$ cat config.mk
export PLATFORM = sky130hd
export DESIGN_NAME = q_episode_ctrl
export DESIGN_NICKNAME = d
export VERILOG_FILES = /design/src/rtl/q_episode_ctrl.sv
export SDC_FILE = /design/constraint.sdc
export NUM_CORES = 1
export LEC_CHECK = 0
export ABC_AREA = 1
export BUFFER_PORTS_ARGS = -buffer_cell sky130_fd_sc_hd__buf_2
export CORE_ASPECT_RATIO = 0.9
export CORE_MARGIN = 5
export CORE_UTILIZATION = 55
export CTS_CLUSTER_DIAMETER = 80
export DETAILED_ROUTE_END_ITERATION = 12
export PLACE_DENSITY = 0.77
export SETUP_SLACK_MARGIN = 0.3
export SLEW_MARGIN = 5
export SYNTH_ARGS = -nofsm -noshare
export SYNTH_HDL_FRONTEND = slang
export SYNTH_SLANG_ARGS = --single-unit
export TNS_END_PERCENT = 20
$ cat constraint.sdc
create_clock -name clk -period 1.95 [get_ports clk]
set_input_delay 0 -clock clk [delete_from_list [all_inputs] [get_ports clk]]
set_output_delay 0 -clock clk [all_outputs]
set_load 0.005 [all_outputs]
$ cat src/rtl/q_episode_ctrl.sv
// Top-level sequencer for the Q-learning maze datapath: trains for NUM_EPISODES
// episodes, then walks the learned greedy path once, with move watchdog and fault latching.
module q_episode_ctrl #(
    parameter int unsigned NUM_EPISODES = 200,
    parameter int unsigned MAX_STEPS    = 64,
    parameter int unsigned MOVE_TIMEOUT = 50000000,
    parameter int unsigned NUM_STATES   = 37
) (
    input  logic        clk,
    input  logic        rst,
    input  logic        go,
    input  logic        abort,
    input  logic [5:0]  start_state,
    input  logic [5:0]  target_state,
    input  logic [5:0]  maze_state,
    input  logic        move_complete,
    output logic        explore_en,
    output logic        exploit_en,
    output logic        episode_reset,
    output logic        timer_start,
    output logic [15:0] episode_count,
    output logic [7:0]  step_count,
    output logic        run_done,
    output logic        fault,
    output logic [1:0]  fault_code,
    output logic [3:0]  state_dbg
);

    // Move handshake: timer_start is a one-cycle request issued on entry to a MOVE
    // state; move_complete is a one-cycle response that is honoured only while in a
    // MOVE state, with maze_state sampled in that same cycle.
    typedef enum logic [3:0] {
        ST_IDLE, ST_EP_INIT, ST_EX_MOVE, ST_EX_CHECK,
        ST_XP_INIT, ST_XP_MOVE, ST_XP_CHECK, ST_FINISHED, ST_FAULT
    } state_t;

    localparam logic [15:0] EP_LAST    = 16'(NUM_EPISODES);
    localparam logic [7:0]  STEP_MAX   = 8'(MAX_STEPS);
    localparam logic [25:0] WD_LAST    = 26'(MOVE_TIMEOUT - 1);
    localparam logic [6:0]  STATE_LIM  = 7'(NUM_STATES);
    localparam logic [1:0]  FC_TIMEOUT = 2'b01;
    localparam logic [1:0]  FC_XP_LIM  = 2'b10;
    localparam logic [1:0]  FC_CONFIG  = 2'b11;

    state_t      state_q, state_d;
    logic [15:0] episode_count_q, episode_count_d;
    logic [7:0]  step_count_q, step_count_d;
    logic [25:0] watchdog_q, watchdog_d;
    logic [1:0]  fault_code_q, fault_code_d;
    logic        hit_q, hit_d;
    logic        cfg_bad;
    logic        in_move;
    logic        step_limit;

    assign cfg_bad    = (start_state == target_state)
                     || ({1'b0, start_state} >= STATE_LIM)
                     || ({1'b0, target_state} >= STATE_LIM);
    assign in_move    = (state_q == ST_EX_MOVE) || (state_q == ST_XP_MOVE);
    assign step_limit = (step_count_q >= STEP_MAX);

    always_ff @(posedge clk or negedge rst) begin
        if (!rst) begin
            state_q         <= ST_IDLE;
            episode_count_q <= '0;
            step_count_q    <= '0;
            watchdog_q      <= '0;
            fault_code_q    <= '0;
            hit_q           <= 1'b0;
        end else begin
            state_q         <= state_d;
            episode_count_q <= episode_count_d;
            step_count_q    <= step_count_d;
            watchdog_q      <= watchdog_d;
            fault_code_q    <= fault_code_d;
            hit_q           <= hit_d;
        end
    end

    always_comb begin
        state_d         = state_q;
        episode_count_d = episode_count_q;
        step_count_d    = step_count_q;
        watchdog_d      = watchdog_q;
        fault_code_d    = fault_code_q;
        hit_d           = hit_q;

        if (abort) begin
            state_d         = ST_IDLE;
            episode_count_d = '0;
            step_count_d    = '0;
            watchdog_d      = '0;
            fault_code_d    = '0;
            hit_d           = 1'b0;
        end else begin
            case (state_q)
                ST_IDLE, ST_FINISHED, ST_FAULT: begin
                    if (go) begin
                        episode_count_d = '0;
                        step_count_d    = '0;
                        watchdog_d      = '0;
                        hit_d           = 1'b0;
                        if (cfg_bad) begin
                            state_d      = ST_FAULT;
                            fault_code_d = FC_CONFIG;
                        end else begin
                            state_d      = ST_EP_INIT;
                            fault_code_d = '0;
                        end
                    end
                end
                ST_EP_INIT: begin
                    step_count_d = '0;
                    watchdog_d   = '0;
                    state_d      = ST_EX_MOVE;
                end
                ST_XP_INIT: begin
                    step_count_d = '0;
                    watchdog_d   = '0;
                    state_d      = ST_XP_MOVE;
                end
                ST_EX_MOVE, ST_XP_MOVE: begin
                    // A completion arriving on the last watchdog cycle still counts.
                    if (move_complete) begin
                        if (step_count_q < STEP_MAX) begin
                            step_count_d = step_count_q + 8'd1;
                        end
                        hit_d   = (maze_state == target_state);
                        state_d = (state_q == ST_EX_MOVE) ? ST_EX_CHECK : ST_XP_CHECK;
                    end else if (watchdog_q >= WD_LAST) begin
                        state_d      = ST_FAULT;
                        fault_code_d = FC_TIMEOUT;
                    end else begin
                        watchdog_d = watchdog_q + 26'd1;
                    end
                end
                ST_EX_CHECK: begin
                    watchdog_d = '0;
                    if (hit_q || step_limit) begin
                        if (episode_count_q < EP_LAST) begin
                            episode_count_d = episode_count_q + 16'd1;
                        end
                        state_d = (episode_count_d >= EP_LAST) ? ST_XP_INIT : ST_EP_INIT;
                    end else begin
                        state_d = ST_EX_MOVE;
                    end
                end
                ST_XP_CHECK: begin
                    watchdog_d = '0;
                    if (hit_q) begin
                        state_d = ST_FINISHED;
                    end else if (step_limit) begin
                        state_d      = ST_FAULT;
                        fault_code_d = FC_XP_LIM;
                    end else begin
                        state_d = ST_XP_MOVE;
                    end
                end
                default: state_d = ST_IDLE;
            endcase
        end
    end

    assign explore_en    = (state_q == ST_EX_MOVE);
    assign exploit_en    = (state_q == ST_XP_MOVE);
    assign episode_reset = (state_q == ST_EP_INIT) || (state_q == ST_XP_INIT);
    assign timer_start   = in_move && (watchdog_q == '0);
    assign episode_count = episode_count_q;
    assign step_count    = step_count_q;
    assign run_done      = (state_q == ST_FINISHED);
    assign fault         = (state_q == ST_FAULT);
    assign fault_code    = fault_code_q;
    assign state_dbg     = state_q;

endmodule

==> results.yml <==
outcome:
  status: "finished clean"
synthesis:
  synth_edf_count: 0
  syn_area_sq_um: 4040
  async_reset_ff_share_pct: 100
  synth_area_leader_cell: "dfrtp_1"
  ys_warn_count: 0
  syn_area_per_cell_sq_um: 7.02
  synth_area_leaders: "dfrtp_1 35%, nand2_1 14%, nor2_1 7.4%, inv_1 6.4%, nand3_1 4.6%"
  ys_ff_latch: 57
  yosysMostFrequentCell: "nand2_1"
  ys_top_cells_by_count: "147 x nand2_1, 80 x nor2_1, 69 x inv_1"
  ys.flop_type: "dfrtp_1"
  syn_nets: 603
  syn_inst: 576
  seq_area_frac_synth_pct: 35.3
  synth.top_cell.area_share_pct: 35.3
  synth_cell_type_count: 44
route:
  vias_per_cell: 5.81
  ant_nets: 0
  wl_per_cell_microns: 16.0
  via_count: 4562
  drt_iter0_markers: 510
  drtPass1Iterations: 8
  drc: 0
  routed_wl_mm: 12.6
global_route:
  grt-ovfl-total: 0
  grt_max_degree: 33
  grt_pass1_wl_mm: 17.6
  gr-usage-all-layers_pct: 23.4
  grt_pass1_vias: 3885
  antenna_found_initial: 0
cells_and_area:
  drive_gt1_share_pct: 34.5
  final_cell_count_no_fill: 785
  fin_nets: 714
  antennaDiodeCount: 0
  fin_area_sq_um: 5320
  syn2layout_area_growth_pct: 31.7
sta:
  whs_ns: 0.0865
  final_critical_path_setup_slack_ns: 0.0186
  fin_crit_sh_pct: 99.0
  skew_ns: 0.0109
  slew_headroom_pct: 57.5
  finalHoldViolations: 0
  finalCriticalPeriod_ns: 1.93
  tightest_slew_ns: 0.638
  max_freq_mhz: 518
  finalSetupViolCount: 0
  final-max-slew-violation-count: 0
  rsz0062_at_grt: "yes"
power_and_ir_drop:
  power_mw: 3.67
  power_density_nw_per_um2: 689
  p_leak_nw: 2.63
  peakVddDrop_mv: 0.499
setup_path:
  reg2reg_depth: 9
  crit_path_end_kind: "register"
  required_ns: 2.22
  setup.worst_path.end: "episode_count[4]"
  r2r_slack_ns: 0.02
  cp_max_fo: 6
  cp.arrival_ns: 2.20
  worstSetupPathType: "reg -> reg"
  critPathLaunch: "state_dbg[3]"
  crit_path_start_kind: "register"
  r2r_end: "episode_count[4]"
  rr_startpoint: "state_dbg[3]"
floorplan:
  die_w_microns: 100
  io_pins: 59
  rows: 29
  dieArea_sq_um: 9170
  core_sq_um: 7110
  start_util_pct: 56.8
  die_h_microns: 91.3
place:
  dpl_cell_area_sq_um: 4570
  pre_cts_ws_ns: 0.0800
  gp_congestion: 1.01
  dp_cells: 735
  port_buffers: 58
  dp_hpwl_mm: 7.77
clock_tree:
  cts_sinks: 57
  htree_levels: 3
  clk_pin_slew_ns: 0.07
  tritoncts: "built"
  root_buffer: "clkbuf_8"
  cts.path.max_buffers: 2
  clk_latency_ns: 0.35
  numCtsBuffers: 9
min_path:
  min_path_type: "in -> reg"
run:
  drv_cap: 0
[flip-flops by register name (all words and copies together) (netlist names)]
register / flops
hit_q: 1
step_count: 8
fault_code: 2
episode_count: 16
state_dbg: 4
watchdog_q: 26
[worst min path at each step]
stage          slack (ns)          endpoint  cells after the start          start
4_1_cts              0.08             hit_q                      6  maze_state[1]
6_report             0.09             hit_q                      6  maze_state[1]
2_1_floorplan       -0.30  episode_count[0]                      0            rst
5_1_grt              0.12             hit_q                      6  maze_state[4]
3_3_place_gp         0.04  episode_count[6]                      1            rst
3_5_place_dp         0.04  episode_count[4]                      1            rst
[critical path, cell delays in order (launching register included)]
cell and delay (ns):
dfrtp_2 0.46, nor2_4 0.13, buf_4 0.12, nand3_2 0.10, nor4_2 0.30, inv_1 0.13, o21ai_2 0.25, buf_6 0.17
inv_2 0.07, o22ai_1 0.11
[per-stage QoR]
| stage | setup TNS, ns | utilization (%) |
|---|---|---|
| after floorplan | 0 | - |
| after global placement | 0 | 64.2 |
| after detailed placement | 0 | 64.2 |
| after CTS | 0 | 68.8 |
| after global routing | -0.148 | 74.8 |
| final | 0 | 74.8 |
[power breakdown]
group	internal [mW]	switching, mW	total [mW]
combinational	0.496	0.736	1.23
sequential	1.23	0.0803	1.31
clock	0.615	0.507	1.12
[per-layer routing]
metal / wire, microns / track usage [%]
met5: 0 / 0
met4: 347 / 7.18
met3: 1030 / 5.29
met2: 6090 / 37.1
met1: 5120 / 32.0
[layout by cell type, fill, tap and decap left out, types with 9 or more instances in the layout]
cell      instances
a21oi_1          13
buf_2            59
buf_4            42
clkbuf_8         10
dfrtp_1          46
dfrtp_2          11
inv_1            60
inv_2            14
nand2_1         137
nand2_2          11
nand3_1          31
nand3_2           9
nand4_1          11
nor2_1           68
nor2_2           12
nor3_1           15
o21a_1           10
o21ai_0          12
o21ai_2          19
xor2_1           15
[cells by family after synthesis]
kind of cell / share of synthesized area [%]
simple gates: 36.4
buf+inv: 9.19
compound gates: 13.6
flops: 35.3
xor+xnor: 3.68
fa+ha+maj: 1.24
mux: 0.557
[layout make-up]
type / count / area, sq um
sequential: 57 / 1440
clock buffer: 10 / 138
multi-input combinational: 432 / 2490
inverter: 76 / 294
clock inverter: 6 / 57.6
fill: 502 / 1790
tap: 93 / 116
timing repair buffer: 111 / 785
[timing repair]
action,CTS,global route
resized for setup,13,73
cloned,0,4
hold buffers,1,0
hold endpoints to repair,25,0
pin swaps,4,22
setup buffers,9,20
setup endpoints to repair,56,58
Note: power is estimated with default switching activity, not from simulation.
